<file path="config.mk">
export PLATFORM = sky130hd
export DESIGN_NAME = combination_serializer
export DESIGN_NICKNAME = d
export VERILOG_FILES = /design/src/rtl/comb_pkg.sv /design/src/rtl/comb_lane_compactor.sv /design/src/rtl/combination_serializer.sv
export SDC_FILE = /design/constraint.sdc
export NUM_CORES = 1
export LEC_CHECK = 0
export ABC_AREA = 0
export CAP_MARGIN = 30
export CORE_UTILIZATION = 50
export CTS_BUF_LIST = sky130_fd_sc_hd__clkbuf_8
export DETAILED_ROUTE_END_ITERATION = 16
export PLACE_DENSITY = 0.71
export SETUP_SLACK_MARGIN = 0.05
export SYNTH_ARGS = -nofsm -noshare
export SYNTH_HDL_FRONTEND = slang
export SYNTH_HIERARCHICAL = 1
export SYNTH_SLANG_ARGS = --single-unit
export TNS_END_PERCENT = 10
</file>
<file path="constraint.sdc">
create_clock -name clk -period 10.4 [get_ports clk]
set_input_delay 3.12 -clock clk [delete_from_list [all_inputs] [get_ports clk]]
set_output_delay 3.12 -clock clk [all_outputs]
set_load 0.005 [all_outputs]
</file>
<file path="src/rtl/comb_pkg.sv">
// Shared definitions for the combination extractor/serializer pair.
// Includes the saturating adder used by the optional COMB_SERIALIZER_STATS_EN counters.
package comb_pkg;

   localparam int LANE_DEFAULT       = 4;
   localparam int COMB_WIDTH_DEFAULT = 16;
   localparam int STAT_WIDTH         = 32;

   typedef logic [COMB_WIDTH_DEFAULT-1:0] comb_bitset_t;

   function automatic logic [STAT_WIDTH-1:0] sat_add32(
      input logic [STAT_WIDTH-1:0] a,
      input logic [STAT_WIDTH-1:0] b
   );
      logic [STAT_WIDTH:0] sum;
      sum = {1'b0, a} + {1'b0, b};
      return sum[STAT_WIDTH] ? '1 : sum[STAT_WIDTH-1:0];
   endfunction

endpackage

</file>
<file path="src/rtl/comb_lane_compactor.sv">
// Purely combinational lane compactor: packs valid lanes, lowest index first,
// into the low words of o_words and reports how many were packed.
module comb_lane_compactor #(
   parameter int LANE       = 4,
   parameter int COMB_WIDTH = 16,
   parameter int CNT_W      = $clog2(LANE + 1)
) (
   input  logic [LANE-1:0][COMB_WIDTH-1:0] i_bitset,
   input  logic [LANE-1:0]                 i_valid,
   output logic [LANE-1:0][COMB_WIDTH-1:0] o_words,
   output logic [CNT_W-1:0]                o_count
);

   localparam int IDX_W = (LANE > 1) ? $clog2(LANE) : 1;

   always_comb begin
      // NOTE: defaults first so every path assigns every output and no latch is inferred.
      o_words = '0;
      o_count = '0;
      for (int i = 0; i < LANE; i++) begin
         if (i_valid[i]) begin
            o_words[o_count[IDX_W-1:0]] = i_bitset[i];
            o_count                     = o_count + 1'b1;
         end
      end
   end

endmodule

</file>
<file path="src/rtl/combination_serializer.sv">
// Two-stage serializer: compact valid lanes, then write them atomically into a FIFO.
// Define COMB_SERIALIZER_STATS_EN to add the debug_comb_ser statistics port.
module combination_serializer
   import comb_pkg::*;
#(
   parameter int LANE       = LANE_DEFAULT,
   parameter int COMB_WIDTH = COMB_WIDTH_DEFAULT,
   parameter int DEPTH      = 16
) (
   input  logic                           clk,
   input  logic                           rst,
   input  logic [LANE-1:0][COMB_WIDTH-1:0] in_channel_bitset,
   input  logic [LANE-1:0]                in_valid,
   output logic [COMB_WIDTH-1:0]          m_tdata,
   output logic                           m_tvalid,
   input  logic                           m_tready,
   output logic [$clog2(DEPTH):0]         fill_level,
   output logic                           overflow
`ifdef COMB_SERIALIZER_STATS_EN
   ,
   output logic [2:0][STAT_WIDTH-1:0]     debug_comb_ser
`endif
);

   localparam int PTR_W  = $clog2(DEPTH);
   localparam int FILL_W = PTR_W + 1;
   localparam int CNT_W  = $clog2(LANE + 1);

   logic [LANE-1:0][COMB_WIDTH-1:0] w_words;
   logic [CNT_W-1:0]                w_count;

   logic [LANE-1:0][COMB_WIDTH-1:0] r_s1_words;
   logic [CNT_W-1:0]                r_s1_n;
   logic [COMB_WIDTH-1:0]           r_mem [DEPTH];
   logic [PTR_W-1:0]                r_wr_ptr;
   logic [PTR_W-1:0]                r_rd_ptr;
   logic [FILL_W-1:0]               r_fill;
   logic                            r_overflow;

   logic [FILL_W-1:0] w_n_ext;
   logic [FILL_W-1:0] w_free;
   logic              w_wr;
   logic              w_drop;
   logic              w_rd;
   logic [FILL_W-1:0] w_fill_next;

   comb_lane_compactor #(
      .LANE       (LANE),
      .COMB_WIDTH (COMB_WIDTH),
      .CNT_W      (CNT_W)
   ) u_compactor (
      .i_bitset (in_channel_bitset),
      .i_valid  (in_valid),
      .o_words  (w_words),
      .o_count  (w_count)
   );

   // Free space uses occupancy before this cycle's read, so a read never makes room for a write.
   assign w_n_ext     = FILL_W'(r_s1_n);
   assign w_free      = FILL_W'(DEPTH) - r_fill;
   assign w_wr        = (r_s1_n != '0) && (w_n_ext <= w_free);
   assign w_drop      = (r_s1_n != '0) && (w_n_ext > w_free);
   assign w_rd        = m_tvalid && m_tready;
   assign w_fill_next = r_fill + (w_wr ? w_n_ext : '0) - FILL_W'(w_rd);

   // NOTE: data-path storage carries no reset; only the count and pointers qualify it.
   always_ff @(posedge clk) begin
      r_s1_words <= w_words;
      if (w_wr) begin
         for (int k = 0; k < LANE; k++) begin
            if (CNT_W'(k) < r_s1_n) begin
               r_mem[r_wr_ptr + PTR_W'(k)] <= r_s1_words[k];
            end
         end
      end
   end

   // NOTE: non-blocking assignments keep all state updates concurrent at the edge.
   always_ff @(posedge clk or posedge rst) begin
      if (rst) begin
         r_s1_n     <= '0;
         r_wr_ptr   <= '0;
         r_rd_ptr   <= '0;
         r_fill     <= '0;
         r_overflow <= 1'b0;
      end else begin
         r_s1_n <= w_count;
         r_fill <= w_fill_next;
         if (w_wr)   r_wr_ptr   <= r_wr_ptr + PTR_W'(r_s1_n);
         if (w_rd)   r_rd_ptr   <= r_rd_ptr + 1'b1;
         if (w_drop) r_overflow <= 1'b1;
      end
   end

   assign m_tdata    = r_mem[r_rd_ptr];
   assign m_tvalid   = (r_fill != '0);
   assign fill_level = r_fill;
   assign overflow   = r_overflow;

`ifdef COMB_SERIALIZER_STATS_EN
   logic [STAT_WIDTH-1:0] r_stat_accepted;
   logic [STAT_WIDTH-1:0] r_stat_dropped;
   logic [STAT_WIDTH-1:0] r_stat_max_fill;

   always_ff @(posedge clk or posedge rst) begin
      if (rst) begin
         r_stat_accepted <= '0;
         r_stat_dropped  <= '0;
         r_stat_max_fill <= '0;
      end else begin
         if (w_wr)   r_stat_accepted <= sat_add32(r_stat_accepted, STAT_WIDTH'(r_s1_n));
         if (w_drop) r_stat_dropped  <= sat_add32(r_stat_dropped, STAT_WIDTH'(r_s1_n));
         if (STAT_WIDTH'(w_fill_next) > r_stat_max_fill) begin
            r_stat_max_fill <= STAT_WIDTH'(w_fill_next);
         end
      end
   end

   assign debug_comb_ser[0] = r_stat_accepted;
   assign debug_comb_ser[1] = r_stat_dropped;
   assign debug_comb_ser[2] = r_stat_max_fill;
`endif

endmodule
</file>
==> impl_metrics.json <==
{
  "avgSynthCellArea_um2": 9.635,
  "ys.flop_type": "edfxtp_1",
  "setup_viol": 0,
  "antenna_found_initial": 1,
  "grt_usage": 0.3469,
  "cts.htree.levels": 2,
  "cp_max_fo": 82,
  "grt_start_max_net_pins": 83,
  "routed-via-count": 21450,
  "layoutNonFillerInstCount": 2862,
  "cts_buffers": 56,
  "finalCritPeriodShare": 0.6559,
  "clk_pin_slew_worst_paths_ns": 0.06,
  "root_buffer": "clkbuf_8",
  "p_leak_nw": 8.722,
  "core_um2": 44410,
  "grt_pass1_vias": 20990,
  "layout-drive-gt1-share": 0.1432,
  "cts.sinks": 337,
  "dr.pass1.iters": 11,
  "routed_wl_um": 82060,
  "period_minus_slack_ns": 6.821,
  "powerDensity_nw_per_um2": 303.7,
  "io_buffers": 93,
  "dpl.hpwl_um": 52190,
  "synth_edf_count": 256,
  "post_cts_buffers": 0,
  "drt.antenna.violating_nets": 0,
  "maxCapViolCount": 0,
  "netlist_instances": 2349,
  "critPathLaunchType": "flip-flop",
  "ir_drop_v": 0.0002743,
  "ios": 94,
  "fmax_ghz": 0.1466,
  "ys_seq_area_frac": 0.4151,
  "drc": 0,
  "ctsHoldBuffers": 0,
  "area.growth.synth_to_final_pct": 9.846,
  "initialDrtViolationCount": 3782,
  "crit_required_ns": 7.28,
  "max_slew.worst_pin.slew_ns": 1.120,
  "start_util": 0.5096,
  "tritoncts": "done",
  "relSlewSlack": 0.2508,
  "clock_skew_ns": 0.04899,
  "gp_congestion": 0.9265,
  "rows": 77,
  "die_h_um": 214.8,
  "path_class": "reg2out",
  "syn_area_um2": 22630,
  "dp.cells": 2749,
  "arrival_ns": 3.70,
  "synthDominantCellAreaShare": 0.3397,
  "insertion_delay_ns": 0.70,
  "drv_slew": 0,
  "ys_ff_latch": 337,
  "hold_viol_final": 0,
  "nNetsFinal": 2317,
  "yosys.area.top_type": "edfxtp_1",
  "clock_path_buffers": 3,
  "setup_tns_ns": 0,
  "synth_cell_types": 75,
  "die_w_um": 214.8,
  "routed_via_density": 7.495,
  "worstSetupEndpointType": "output port",
  "die_area_um2": 46120,
  "syn_nets": 2444,
  "ys_warn_count": 6,
  "run_status": "complete, no violations",
  "wl_per_cell_um": 28.67,
  "cts_resized": 0,
  "grt.overflow.total": 0,
  "rsz0062_at_grt": "no",
  "grt_pass1_wl_um": 124600,
  "hp-class": "reg2reg",
  "synthArstFlopShare": 0.05045,
  "finalPower_w": 0.007550,
  "synthTopCellsByArea": "edfxtp_1, o32ai_1, nand2_1"
}
-- critical path, cell delays in order, from the launching register on --
cell,delay (ns)
dfrtp_4,0.69
buf_12,0.44
mux2i_1,0.16
a221oi_1,0.70
o21ai_0,0.20
nand2_1,0.11
clkdlybuf4s50_1,0.52
-- cells by family after synthesis --
logic type,after synthesis,synth area share
DFF,337,0.4151
muxes,147,0.08762
buffers and inverters,369,0.07093
adders and majority gates,24,0.01393
xor gates and xnor gates,17,0.006910
AOI/OAI and AO/OA,816,0.2849
and+or+nand+nor,639,0.1206
-- path summary, 6_finish.rpt --
path                                         startpoint                       to  slack [ns]  depth (start not counted)
worst max-delay path            r_rd_ptr[0]$_DFFE_PP0P_               m_tdata[7]        3.58                          6
worst min-delay path               overflow$_DFFE_PP0P_     overflow$_DFFE_PP0P_        0.47                          1
worst max register to register  fill_level[0]$_DFF_PP0_    r_mem[5][2]$_DFFE_PP_        6.01                         11
worst min register to register     overflow$_DFFE_PP0P_     overflow$_DFFE_PP0P_        0.47                          1
max in group asynchronous                           rst  r_rd_ptr[0]$_DFFE_PP0P_        6.90                          2
min in group asynchronous                           rst  r_rd_ptr[2]$_DFFE_PP0P_        2.91                          2
-- flip-flops by register name, summed over array words and instances (netlist names) --
name and count:
fill_level 5, overflow 1, r_mem 256, r_rd_ptr 4, r_s1_n 3, r_s1_words 64
r_wr_ptr 4
-- report_power, final --
| part | switching (W) | internal (W) |
|---|---|---|
| combinational | 0.00255 | 0.00129 |
| clock | 0.000592 | 0.000690 |
| sequential | 0.000327 | 0.00210 |
| total | 0.00347 | 0.00408 |
-- placed cells by master, fill, tap and decap left out, types with 17 or more instances in the layout --
cell type | synthesis | routed
nand2_1 | 482 | 481
edfxtp_1 | 256 | 256
o32ai_1 | 233 | 233
a31oi_1 | 224 | 224
clkdlybuf4s50_1 | 0 | 92
mux2i_1 | 65 | 65
clkbuf_8 | 0 | 64
dfxtp_1 | 64 | 64
nand3_1 | 47 | 47
buf_4 | 14 | 43
inv_1 | 23 | 38
o22ai_1 | 34 | 34
mux2_2 | 32 | 32
a211oi_1 | 32 | 32
o2bb2ai_1 | 32 | 32
a221oi_1 | 32 | 32
mux4_2 | 32 | 32
a22oi_1 | 32 | 32
o21ai_0 | 30 | 30
a21oi_1 | 23 | 23
and3_1 | 22 | 22
ha_1 | 22 | 22
o211ai_2 | 20 | 20
nand3b_1 | 17 | 17
-- per-layer routing --
metal	global-route usage	up-vias	routed length [µm]
li1	-	8977	-
met1	0.4371	9965	28540
met2	0.5277	1981	35870
met3	0.1025	528	12680
met4	0.2048	0	4965
met5	0	-	0
-- cell usage after synthesis, types with 20 or more instances --
cell type,n
o211ai_2,20
and3_1,22
o21ai_0,30
nand3_1,47
o22ai_1,34
a31oi_1,224
a21oi_1,23
ha_1,22
o2bb2ai_1,32
o32ai_1,233
inv_1,23
a211oi_1,32
a22oi_1,32
edfxtp_1,256
nand2_1,482
dfxtp_1,64
mux4_2,32
buf_2,74
mux2i_1,65
clkbuf_1,187
mux2_2,32
buf_1,61
a221oi_1,32
-- stage by stage --
step	util	area, µm²	hold slack [ns]	setup slack, ns
floorplan	-	22630	0.4678	5.196
global placement	0.5241	23280	0.4666	4.072
detailed placement	0.5298	23530	0.4695	3.940
CTS	0.5568	24730	0.4830	3.652
global route	0.5597	24860	0.5233	3.460
finish	0.5598	24860	0.4741	3.579
-- area by class of cell --
cell class | count | area (µm²)
tap | 592 | 740.7
sequential | 337 | 9398
clock inverter | 41 | 319.1
timing repair buffer | 161 | 1642
antenna | 1 | 2.502
inverter | 23 | 86.33
fill | 3700 | 19550
multi-input combinational | 1643 | 11790
clock buffer | 64 | 880.8
No activity file was read; power rests on OpenSTA's default activity.
